==> src/rtl/div_arb_pkg.sv <==
// div_arb_pkg: shared types and defaults for the divider arbiter slice.
//   state_t      : arbiter FSM states (IDLE, ISSUE, WAIT, RESP)
//   N_REQ_DEF    : default requester count
//   WIDTH_DEF    : default operand/quotient width (Q6.4)
//   FRAC_BITS    : fraction bits of the Q6.4 format
//   TIMEOUT_DEF  : default watchdog limit (only used with DIV_ARB_TIMEOUT_EN)
package div_arb_pkg;

  typedef enum logic [1:0] {
    IDLE  = 2'd0,
    ISSUE = 2'd1,
    WAIT  = 2'd2,
    RESP  = 2'd3
  } state_t;

  localparam int N_REQ_DEF   = 4;
  localparam int WIDTH_DEF   = 10;
  localparam int FRAC_BITS   = 4;
  localparam int TIMEOUT_DEF = 64;

endpackage

==> src/rtl/div_arbiter_if.sv <==
// div_arbiter_if: bundle between the arbiter and the shared divider.
//   master (arbiter side): drives div_a, div_b, div_start, div_sclr;
//                          samples div_busy, div_valid, div_q, div_dvz, div_ovf
//   slave  (divider side): the mirror image
// Handshake: div_start is a one-cycle pulse with div_a/div_b valid in the same
// cycle and held stable until div_valid; div_valid is a one-cycle pulse with
// div_q/div_dvz/div_ovf valid in that cycle; no ready back-pressure exists, so
// the arbiter only starts when div_busy is low. div_sclr clears the divider.
interface div_arbiter_if
  import div_arb_pkg::*;
#(
  parameter int WIDTH = WIDTH_DEF
);
  logic [WIDTH-1:0] div_a;
  logic [WIDTH-1:0] div_b;
  logic             div_start;
  logic             div_sclr;
  logic             div_busy;
  logic             div_valid;
  logic [WIDTH-1:0] div_q;
  logic             div_dvz;
  logic             div_ovf;

  modport master (
    output div_a, div_b, div_start, div_sclr,
    input  div_busy, div_valid, div_q, div_dvz, div_ovf
  );

  modport slave (
    input  div_a, div_b, div_start, div_sclr,
    output div_busy, div_valid, div_q, div_dvz, div_ovf
  );
endinterface

==> src/rtl/div_arbiter_rr_pick.sv <==
// rr_pick: combinational round-robin priority picker.
//   req    : request vector
//   ptr    : index with highest priority this round
//   onehot : one-hot winner (first set bit of req at or above ptr, wrapping)
//   idx    : binary index of the winner
//   any    : at least one request present
module rr_pick #(
  parameter int N = 4
) (
  input  logic [N-1:0]         req,
  input  logic [$clog2(N)-1:0] ptr,
  output logic [N-1:0]         onehot,
  output logic [$clog2(N)-1:0] idx,
  output logic                 any
);
  localparam int IW = $clog2(N);

  logic [IW-1:0] pos;

  // Scan from the farthest offset down to ptr itself so the closest
  // requester at or after ptr is the last (winning) assignment.
  always_comb begin
    onehot = '0;
    idx    = '0;
    pos    = '0;
    any    = |req;
    for (int k = N - 1; k >= 0; k--) begin
      pos = IW'((int'(ptr) + k) % N);
      if (req[pos]) begin
        onehot      = '0;
        onehot[pos] = 1'b1;
        idx         = pos;
      end
    end
  end
endmodule

==> src/rtl/div_arbiter.sv <==
// div_arbiter: round-robin sharing of one Q6.4 divider among N_REQ requesters.
//   clk, rst_n  : clock, asynchronous active-low reset
//   req         : per-requester request level, held until gnt
//   req_a/req_b : packed operands, requester i at [i*WIDTH +: WIDTH]
//   gnt         : one-hot pulse when the operands are issued
//   resp_valid  : one-hot pulse when the result for that requester is ready
//   resp_q/resp_dvz/resp_ovf/resp_tout : result, held until the next response
//   dif         : divider bundle (master side)
//   state_dbg   : current FSM state
// Optional watchdog: define DIV_ARB_TIMEOUT_EN to abort a WAIT that lasts
// TIMEOUT cycles (result 0, resp_tout=1, divider cleared via div_sclr).
module div_arbiter
  import div_arb_pkg::*;
#(
  parameter int N_REQ   = N_REQ_DEF,
  parameter int WIDTH   = WIDTH_DEF,
  parameter int TIMEOUT = TIMEOUT_DEF
) (
  input  logic                   clk,
  input  logic                   rst_n,
  input  logic [N_REQ-1:0]       req,
  input  logic [N_REQ*WIDTH-1:0] req_a,
  input  logic [N_REQ*WIDTH-1:0] req_b,
  output logic [N_REQ-1:0]       gnt,
  output logic [N_REQ-1:0]       resp_valid,
  output logic [WIDTH-1:0]       resp_q,
  output logic                   resp_dvz,
  output logic                   resp_ovf,
  output logic                   resp_tout,
  div_arbiter_if.master          dif,
  output state_t                 state_dbg
);
  localparam int IW = $clog2(N_REQ);

  state_t           state;
  logic [IW-1:0]    ptr;
  logic [IW-1:0]    win_idx;
  logic [IW-1:0]    pick_idx;
  logic [N_REQ-1:0] pick_oh;
  logic             pick_any;
  logic [WIDTH-1:0] div_a_r;
  logic [WIDTH-1:0] div_b_r;
  logic             div_start_r;
  logic             div_sclr_r;
  logic [WIDTH-1:0] ops_a [N_REQ];
  logic [WIDTH-1:0] ops_b [N_REQ];

  for (genvar g = 0; g < N_REQ; g++) begin : g_unpack
    assign ops_a[g] = req_a[g*WIDTH +: WIDTH];
    assign ops_b[g] = req_b[g*WIDTH +: WIDTH];
  end

  rr_pick #(.N(N_REQ)) u_pick (
    .req    (req),
    .ptr    (ptr),
    .onehot (pick_oh),
    .idx    (pick_idx),
    .any    (pick_any)
  );

`ifdef DIV_ARB_TIMEOUT_EN
  localparam int CW = $clog2(TIMEOUT + 1);
  logic [CW-1:0] wait_cnt;
  logic          resp_tout_r;
  assign resp_tout = resp_tout_r;
`else
  // No watchdog in this build; TIMEOUT is never negative, so this is 0.
  assign resp_tout = (TIMEOUT < 0);
`endif

  always_ff @(posedge clk or negedge rst_n) begin
    if (!rst_n) begin
      state       <= IDLE;
      ptr         <= '0;
      win_idx     <= '0;
      gnt         <= '0;
      resp_valid  <= '0;
      resp_q      <= '0;
      resp_dvz    <= 1'b0;
      resp_ovf    <= 1'b0;
      div_a_r     <= '0;
      div_b_r     <= '0;
      div_start_r <= 1'b0;
      // Clears the divider through the first edge after release.
      div_sclr_r  <= 1'b1;
`ifdef DIV_ARB_TIMEOUT_EN
      wait_cnt    <= '0;
      resp_tout_r <= 1'b0;
`endif
    end else begin
      // Pulsed outputs default low every cycle.
      gnt         <= '0;
      resp_valid  <= '0;
      div_start_r <= 1'b0;
      div_sclr_r  <= 1'b0;
      case (state)
        IDLE: begin
          if (pick_any && !dif.div_busy && !div_sclr_r) begin
            win_idx     <= pick_idx;
            div_a_r     <= ops_a[pick_idx];
            div_b_r     <= ops_b[pick_idx];
            gnt         <= pick_oh;
            div_start_r <= 1'b1;
            state       <= ISSUE;
          end
        end
        ISSUE: begin
          ptr   <= (win_idx == IW'(N_REQ - 1)) ? '0 : win_idx + IW'(1);
          state <= WAIT;
`ifdef DIV_ARB_TIMEOUT_EN
          wait_cnt <= '0;
`endif
        end
        WAIT: begin
          if (dif.div_valid) begin
            resp_q     <= dif.div_q;
            resp_dvz   <= dif.div_dvz;
            resp_ovf   <= dif.div_ovf;
            resp_valid <= {{(N_REQ-1){1'b0}}, 1'b1} << win_idx;
            state      <= RESP;
`ifdef DIV_ARB_TIMEOUT_EN
            resp_tout_r <= 1'b0;
          end else if (wait_cnt == CW'(TIMEOUT - 1)) begin
            // Divider hung: answer with an empty result and reset it.
            resp_q      <= '0;
            resp_dvz    <= 1'b0;
            resp_ovf    <= 1'b0;
            resp_tout_r <= 1'b1;
            resp_valid  <= {{(N_REQ-1){1'b0}}, 1'b1} << win_idx;
            div_sclr_r  <= 1'b1;
            state       <= RESP;
          end else begin
            wait_cnt <= wait_cnt + CW'(1);
`endif
          end
        end
        RESP: state <= IDLE;
        default: state <= IDLE;
      endcase
    end
  end

  assign dif.div_a     = div_a_r;
  assign dif.div_b     = div_b_r;
  assign dif.div_start = div_start_r;
  assign dif.div_sclr  = div_sclr_r;
  assign state_dbg     = state;

endmodule

==> src/flat_wrapper.sv <==
// flat-port wrapper written by rule: the top's interface ports become plain ports
module div_arbiter_flat import div_arb_pkg::*;
#(
  parameter int N_REQ   = N_REQ_DEF,
  parameter int WIDTH   = WIDTH_DEF,
  parameter int TIMEOUT = TIMEOUT_DEF
)
  (clk, rst_n, req, req_a, req_b, gnt, resp_valid, resp_q, resp_dvz, resp_ovf, resp_tout, state_dbg, dif_div_a, dif_div_b, dif_div_start, dif_div_sclr, dif_div_busy, dif_div_valid, dif_div_q, dif_div_dvz, dif_div_ovf);
  div_arbiter_if #(.WIDTH(WIDTH)) dif_i ();
  input  logic clk;
  input  logic rst_n;
  input  logic [N_REQ-1:0] req;
  input  logic [N_REQ*WIDTH-1:0] req_a;
  input  logic [N_REQ*WIDTH-1:0] req_b;
  output logic [N_REQ-1:0] gnt;
  output logic [N_REQ-1:0] resp_valid;
  output logic [WIDTH-1:0] resp_q;
  output logic resp_dvz;
  output logic resp_ovf;
  output logic resp_tout;
  output state_t state_dbg;
  output wire logic [$bits(dif_i.div_a)-1:0] dif_div_a;
  output wire logic [$bits(dif_i.div_b)-1:0] dif_div_b;
  output wire logic [$bits(dif_i.div_start)-1:0] dif_div_start;
  output wire logic [$bits(dif_i.div_sclr)-1:0] dif_div_sclr;
  input wire logic [$bits(dif_i.div_busy)-1:0] dif_div_busy;
  input wire logic [$bits(dif_i.div_valid)-1:0] dif_div_valid;
  input wire logic [$bits(dif_i.div_q)-1:0] dif_div_q;
  input wire logic [$bits(dif_i.div_dvz)-1:0] dif_div_dvz;
  input wire logic [$bits(dif_i.div_ovf)-1:0] dif_div_ovf;
  assign dif_div_a = dif_i.div_a;
  assign dif_div_b = dif_i.div_b;
  assign dif_div_start = dif_i.div_start;
  assign dif_div_sclr = dif_i.div_sclr;
  assign dif_i.div_busy = dif_div_busy;
  assign dif_i.div_valid = dif_div_valid;
  assign dif_i.div_q = dif_div_q;
  assign dif_i.div_dvz = dif_div_dvz;
  assign dif_i.div_ovf = dif_div_ovf;
  div_arbiter #(.N_REQ(N_REQ), .WIDTH(WIDTH), .TIMEOUT(TIMEOUT)) u_core (.clk(clk), .rst_n(rst_n), .req(req), .req_a(req_a), .req_b(req_b), .gnt(gnt), .resp_valid(resp_valid), .resp_q(resp_q), .resp_dvz(resp_dvz), .resp_ovf(resp_ovf), .resp_tout(resp_tout), .dif(dif_i), .state_dbg(state_dbg));
endmodule
==> config.mk <==
export PLATFORM = sky130hd
export DESIGN_NAME = div_arbiter_flat
export DESIGN_NICKNAME = d
export VERILOG_FILES = /design/src/rtl/div_arb_pkg.sv /design/src/rtl/div_arbiter_if.sv /design/src/rtl/div_arbiter_rr_pick.sv /design/src/rtl/div_arbiter.sv /design/src/flat_wrapper.sv
export SDC_FILE = /design/constraint.sdc
export NUM_CORES = 1
export LEC_CHECK = 0
export ABC_AREA = 1
export BUFFER_PORTS_ARGS = -buffer_cell sky130_fd_sc_hd__clkbuf_2
export CORE_MARGIN = 5
export CORE_UTILIZATION = 47
export DETAILED_ROUTE_END_ITERATION = 16
export PLACE_DENSITY = 0.93
export SLEW_MARGIN = 10
export SYNTH_ARGS = -nofsm -noshare
export SYNTH_HDL_FRONTEND = slang
export SYNTH_SLANG_ARGS = --single-unit
==> constraint.sdc <==
create_clock -name clk -period 2.5 [get_ports clk]
set_input_delay 0.5 -clock clk [delete_from_list [all_inputs] [get_ports clk]]
set_output_delay 0.5 -clock clk [all_outputs]
set_load 0.01 [all_outputs]
[Word-level counts from Yosys, hierarchy flattened]
Index checks and enable logic that the tools add are counted.
Storage, ports and cells
  register bits after elaboration: 48
  output and inout bits: 45
  word-level logic and storage cells: 86
Cells by class
  add/subtract/negate cells: 4
  order comparisons: 9
  equality and inequality tests: 6
  shift operators: 1
  multiplexer cells: 40
  bitwise gates (word level): 1
  reduce and logical (&&, ||, !) cells: 13
Operators by type and width (number)
  $bmux W10 S2: 2
  $mux W10: 4
  $mux W4: 8
  $mux W2: 7
  $lt A2 B3 Y1 const B: 4
  $mux W1: 10
  $bmux W1 S2: 4
  $demux W1 S2: 4
  $ge A2 B1 Y1 const B: 4
  $pmux W2 S4: 1
  $eq A2 B2 Y1 const B: 3
  $logic_and A1 B1 Y1: 6
  $reduce_and A2 Y1: 3
  $add A2 B1 Y2 const B: 2
  $add A2 B2 Y2 const B: 2
  $reduce_or A4 Y1: 1
  $shl A1 B2 Y4 const A: 1
  $ge A3 B3 Y1 const B: 1
  $not A2 Y3: 1
  $eq A2 B1 Y1 const B: 1
  $logic_not A1 Y1: 2
  $logic_not A2 Y1: 1
  $ne A2 B1 Y1 const B: 1
  $ne A2 B2 Y1 const B: 1

[Longest topological paths before layout]
  depth in word-level cells: 11
  mapped depth: 18
  depth with buffers taken out: 15

[Cells and area by module]
A second synthesis with hierarchy kept.
Unflattened totals
  cells, all modules: 499
  area total of the unflattened synthesis: 3340.7 sq um
By module, submodules not included
  div_arbiter: times used 1, cells each 415, area an instance 2876.5 sq um, seq. area each 1202.4 sq um
  rr_pick: times used 1, cells each 84, area an instance 464.2 sq um, seq. area each 0.0 sq um

[Worst setup path after synthesis]
Ideal clock, no wire load.
  path kind: register to register
  start: reg u_core.ptr[0]
  end: reg u_core.div_a_r[9], in the netlist u_core.dif.div_a[9]
  arrival time: 2.004 ns
  data required time: 2.370 ns
  setup slack: 0.365 ns
  stages on the path, launching flop included: 16
  buffers on the path: 3
  cells stage by stage: dfrtp_1 buf_6 inv_6 ha_1 inv_1 nand3_2 nand2_4 inv_4 nand2_1 nand2_2 nand2_4 nand2_2 buf_6 buf_6 o211ai_1 nand3_1
Between the ends
  longest elaborated chain between the ends: 11
  elaborated cells between the ends (all ways): 19
  classes of those cells: 3 x add/sub; 15 x mux; 1 x bitwise
RTL lines
  from (decl): RTL line div_arbiter.sv:36  | logic [IW-1:0] ptr;
  from (signal assigned): RTL line div_arbiter.sv:108  | ptr <= (win_idx == IW'(N_REQ - 1)) ? '0 : win_idx + IW'(1);
  $add A2 B2 Y2: RTL line div_arbiter_rr_pick.sv:28  | pos = IW'((int'(ptr) + k) % N);
  $bmux W1 S2: RTL line div_arbiter_rr_pick.sv:29  | if (req[pos]) begin
  $mux W1 (implied by the code): RTL line div_arbiter_rr_pick.sv:29
  $mux W2 (3 in series): RTL line div_arbiter_rr_pick.sv:29
  $mux W2 (*): RTL line div_arbiter_rr_pick.sv:29
  $not A2 Y3 (implied by the code) (*): RTL line div_arbiter.sv:100  | div_a_r <= ops_a[pick_idx];
  $bmux W10 S2 (*): RTL line div_arbiter.sv:100
  $mux W10 (implied by the code) (*) (2 in series): RTL line div_arbiter.sv:100
  to (signal assigned): RTL line div_arbiter.sv:100
  to (decl): RTL line div_arbiter.sv:41  | logic [WIDTH-1:0] div_a_r;
Every way passes the cells marked *; elsewhere a longest branch is shown, timed or not. The select of a mux whose other input is x is not followed.
A chain may end at the register's enable or synchronous reset.

[Final worst setup path]
  start: reg u_core.ptr[0]
  end: reg u_core.div_a_r[6], in the netlist u_core.dif.div_a[6]
The elaborated chain is that of the path after synthesis.

==> flow_metrics.py <==
metrics = {
    "outcome": {
        "status": "completed",
    },
    "synthesis": {
        "netlist_area_um2": 3090,
        "ys_async_sr_fraction_pct": 100,
        "synth_warnings": 0,
        "synth_area_per_cell_um2": 7.81,
        "synth_ff_type": "dfrtp_1",
        "synth_edf_count": 0,
        "seq_area_frac_synth_pct": 38.9,
        "synth.ff_latch_count": 48,
        "postSynthCellCount": 396,
        "ys_types": 30,
    },
    "power_and_ir_drop": {
        "internal_power_w": 0.00255,
        "p_sw_w": 0.00233,
        "leakagePower_nw": 2.35,
        "comb_power_share_pct": 62.0,
        "p_clk_share_pct": 11.7,
        "power.density_nw_per_um2": 1220,
        "ir_worst_vdd_mv": 0.981,
        "p_sw_share_pct": 47.7,
        "pwr-share-seq_pct": 26.2,
    },
    "final_layout": {
        "synthToLayoutAreaGrowth_pct": 28.9,
        "fin_cells": 616,
        "final_nets": 652,
        "drive_above_1_share_pct": 37.1,
        "n_antenna_cell": 0,
    },
    "timing": {
        "relSlewSlack_pct": 60.4,
        "fmax_mhz": 435,
        "setup_viol": 0,
        "worst_pin_slew_ns": 0.593,
        "tns_ns": 0,
        "drv_slew": 0,
        "rsz0062_at_grt": "false",
        "finalCritPeriodShare_pct": 92.0,
        "hold_viol": 0,
        "fin_crit_ns": 2.30,
        "finClkSkew_ns": 0.00593,
    },
    "global_route": {
        "antenna_found_initial": 0,
        "grt_pass1_vias": 3156,
        "grt_max_degree": 66,
        "grt_usage_pct": 19.3,
        "grt_overflow_total": 0,
        "grt_pass1_wl_mm": 13.7,
    },
    "worst_setup_path": {
        "rr_worst_depth": 13,
        "critical_path_class": "reg2reg",
        "cp-end-kind": "flop",
        "cp-start-kind": "flop",
        "worstPathRequired_ns": 2.68,
        "arrival_ns": 2.48,
        "ff2ff_setup_slack_ns": 0.20,
        "rr_endpoint": "u_core.dif.div_a[6]$_DFFE_PN0P_",
        "cp_max_fo": 32,
        "reg2reg_from": "u_core.ptr[0]$_DFFE_PN0N_",
    },
    "run": {
        "drv_cap": 0,
    },
    "clock_tree": {
        "cts.sinks": 48,
        "cts_buffer_depth": 2,
        "cts_resized": 0,
        "clk_latency_ns": 0.30,
        "cts_tree": "yes",
        "cts_root_buf": "clkbuf_8",
        "cts_made_buffers": 5,
        "cts_setup_buffers": 0,
        "holdBufCountCts": 0,
        "clk_pin_slew_ns": 0.10,
        "cts_max_level": 2,
    },
    "floorplan": {
        "die_h_um": 91.1,
        "core_um2": 6390,
        "initial_core_util_pct": 48.5,
        "die_area_um2": 8310,
        "die_w_um": 91.1,
        "row_count": 29,
        "io-pin-count": 145,
    },
    "detailed_routing": {
        "routed_via_density": 5.09,
        "vias": 3134,
        "final_antenna_net_count": 0,
        "routedWlPerCell_um": 13.4,
        "drtPass1Iterations": 5,
        "wl_mm": 8.26,
        "drt-initial-drc-count": 128,
        "drc": 0,
    },
    "placement": {
        "place_congestion": 0.885,
        "port_buffers": 143,
        "dpl.cell_count": 607,
        "dp_hpwl_mm": 6.38,
    },
    "worst_hold_path": {
        "hold_path.class": "in2async",
    },
}
==> Yosys cell counts (8+ instances only) <==
cell type    n  share of area, %
o211ai_1    25               6.1
nand2_2     11               2.2
mux2_2      12               4.4
o21ai_0     10               1.6
dfrtp_1     47                38
nand3b_1     8               1.9
nand2_1    106                13
inv_1       67               8.1
ha_1        14               5.7
nand3_1     40               6.5
nor2_1       9               1.1
==> worst max-delay path by stage <==
stage                               from  slack (ns)                               to
6_report       u_core.ptr[0]$_DFFE_PN0N_        0.20  u_core.dif.div_a[6]$_DFFE_PN0P_
5_1_grt        u_core.ptr[0]$_DFFE_PN0N_        0.02  u_core.dif.div_b[2]$_DFFE_PN0P_
4_1_cts        u_core.ptr[1]$_DFFE_PN0N_        0.16  u_core.dif.div_b[1]$_DFFE_PN0P_
3_5_place_dp   u_core.ptr[1]$_DFFE_PN0N_        0.17  u_core.dif.div_b[1]$_DFFE_PN0P_
3_3_place_gp   u_core.ptr[1]$_DFFE_PN0N_        0.30  u_core.dif.div_b[1]$_DFFE_PN0P_
2_1_floorplan  u_core.ptr[0]$_DFFE_PN0N_        0.37  u_core.dif.div_a[9]$_DFFE_PN0P_
==> critical path, cell delays in order (launching register included) <==
cell,delay [ns]
dfrtp_1,0.42
inv_6,0.07
ha_1,0.33
inv_1,0.10
nand3_2,0.12
nand2_4,0.11
inv_4,0.06
nand2_1,0.07
nand2_2,0.06
nand2_4,0.16
nand2_2,0.14
clkbuf_16,0.23
o211ai_1,0.20
nand3_1,0.10
==> cells by family (layout without fill, tap and decap cells) <==
kind of cell | count (synthesis) | count (layout) | share of synthesized area (%)
AO/OA/AOI/OAI | 46 | 46 | 9.66
adder cells (fa/ha/maj) | 14 | 14 | 5.66
buffers and inverters | 89 | 231 | 13.1
flip-flops | 48 | 48 | 38.9
multiplexers | 12 | 12 | 4.37
other | 1 | 2 | 0.121
AND/OR/NAND/NOR | 186 | 186 | 28.2
==> flip-flops by register name, summed over array words and instances, names as in the netlist, 2 cells and up <==
name,cells
u_core.resp_valid,4
u_core.win_idx,2
u_core.gnt,4
u_core.resp_q,10
u_core.ptr,2
u_core.state_dbg,2
u_core.dif.div_a,10
u_core.dif.div_b,10
==> power by group through the flow <==
stage	clock network, W	registers (W)	logic [W]
CTS	0.000589	0.00128	0.00292
global route	0.000621	0.00131	0.00341
global placement	0	0.00127	0.00279
detailed placement	0	0.00129	0.00291
finish	0.000573	0.00128	0.00303
floorplan	0	0.00140	0.00213
==> routing by layer <==
metal  global-route usage, %  up-vias  share of wire, %
li1                        -     1535                 -
met1                    22.1     1423                40
met2                    34.6      163                49
met3                    4.96       13               9.1
met4                    6.48        0               1.9
met5                       0        -                 0
==> cell usage in the layout, fill, tap and decap left out <==
cell,n
o21ai_0,10
o211ai_1,25
mux2_2,12
inv_1,67
a211oi_1,1
clkbuf_16,1
clkbuf_8,5
nand4_1,1
inv_6,2
o21ai_1,1
nor2_1,9
nand2_4,3
nor2_2,1
clkinvlp_4,1
nand2_2,11
buf_4,6
dfstp_2,1
buf_12,1
a31oi_1,1
clkbuf_2,143
a21oi_1,7
nand3_2,6
a22oi_1,1
nand2_1,106
dfrtp_2,1
dfrtp_1,46
nand3_1,40
or2_2,1
ha_1,14
inv_4,1
conb_1,2
nand3b_1,8
bufinv_16,1
inv_2,3
==> stage by stage <==
step / power (W) / area (µm²) / hold WS (ns) / util, % / setup WS (ns)
5_1_grt: 0.00534 / 3990 / 0.165 / 62.5 / 0.0158
3_5_place_dp: 0.00420 / 3850 / 0.464 / 60.2 / 0.173
3_3_place_gp: 0.00406 / 3850 / 0.463 / 60.2 / 0.303
4_1_cts: 0.00478 / 3960 / 0.146 / 62.0 / 0.163
6_report: 0.00488 / 3990 / 0.144 / 62.5 / 0.200
2_1_floorplan: 0.00353 / 3100 / 0.204 / - / 0.365
==> layout make-up <==
cell class | instances | area [µm²]
clock buffers | 5 | 68.8
clock inverters | 3 | 46.3
fillers | 538 | 2400
inverters | 72 | 278
multi-input cells | 260 | 1490
flip-flops and latches | 48 | 1200
well taps | 77 | 96.3
repair buffers | 151 | 806
Power figures use the tool's default switching activity.
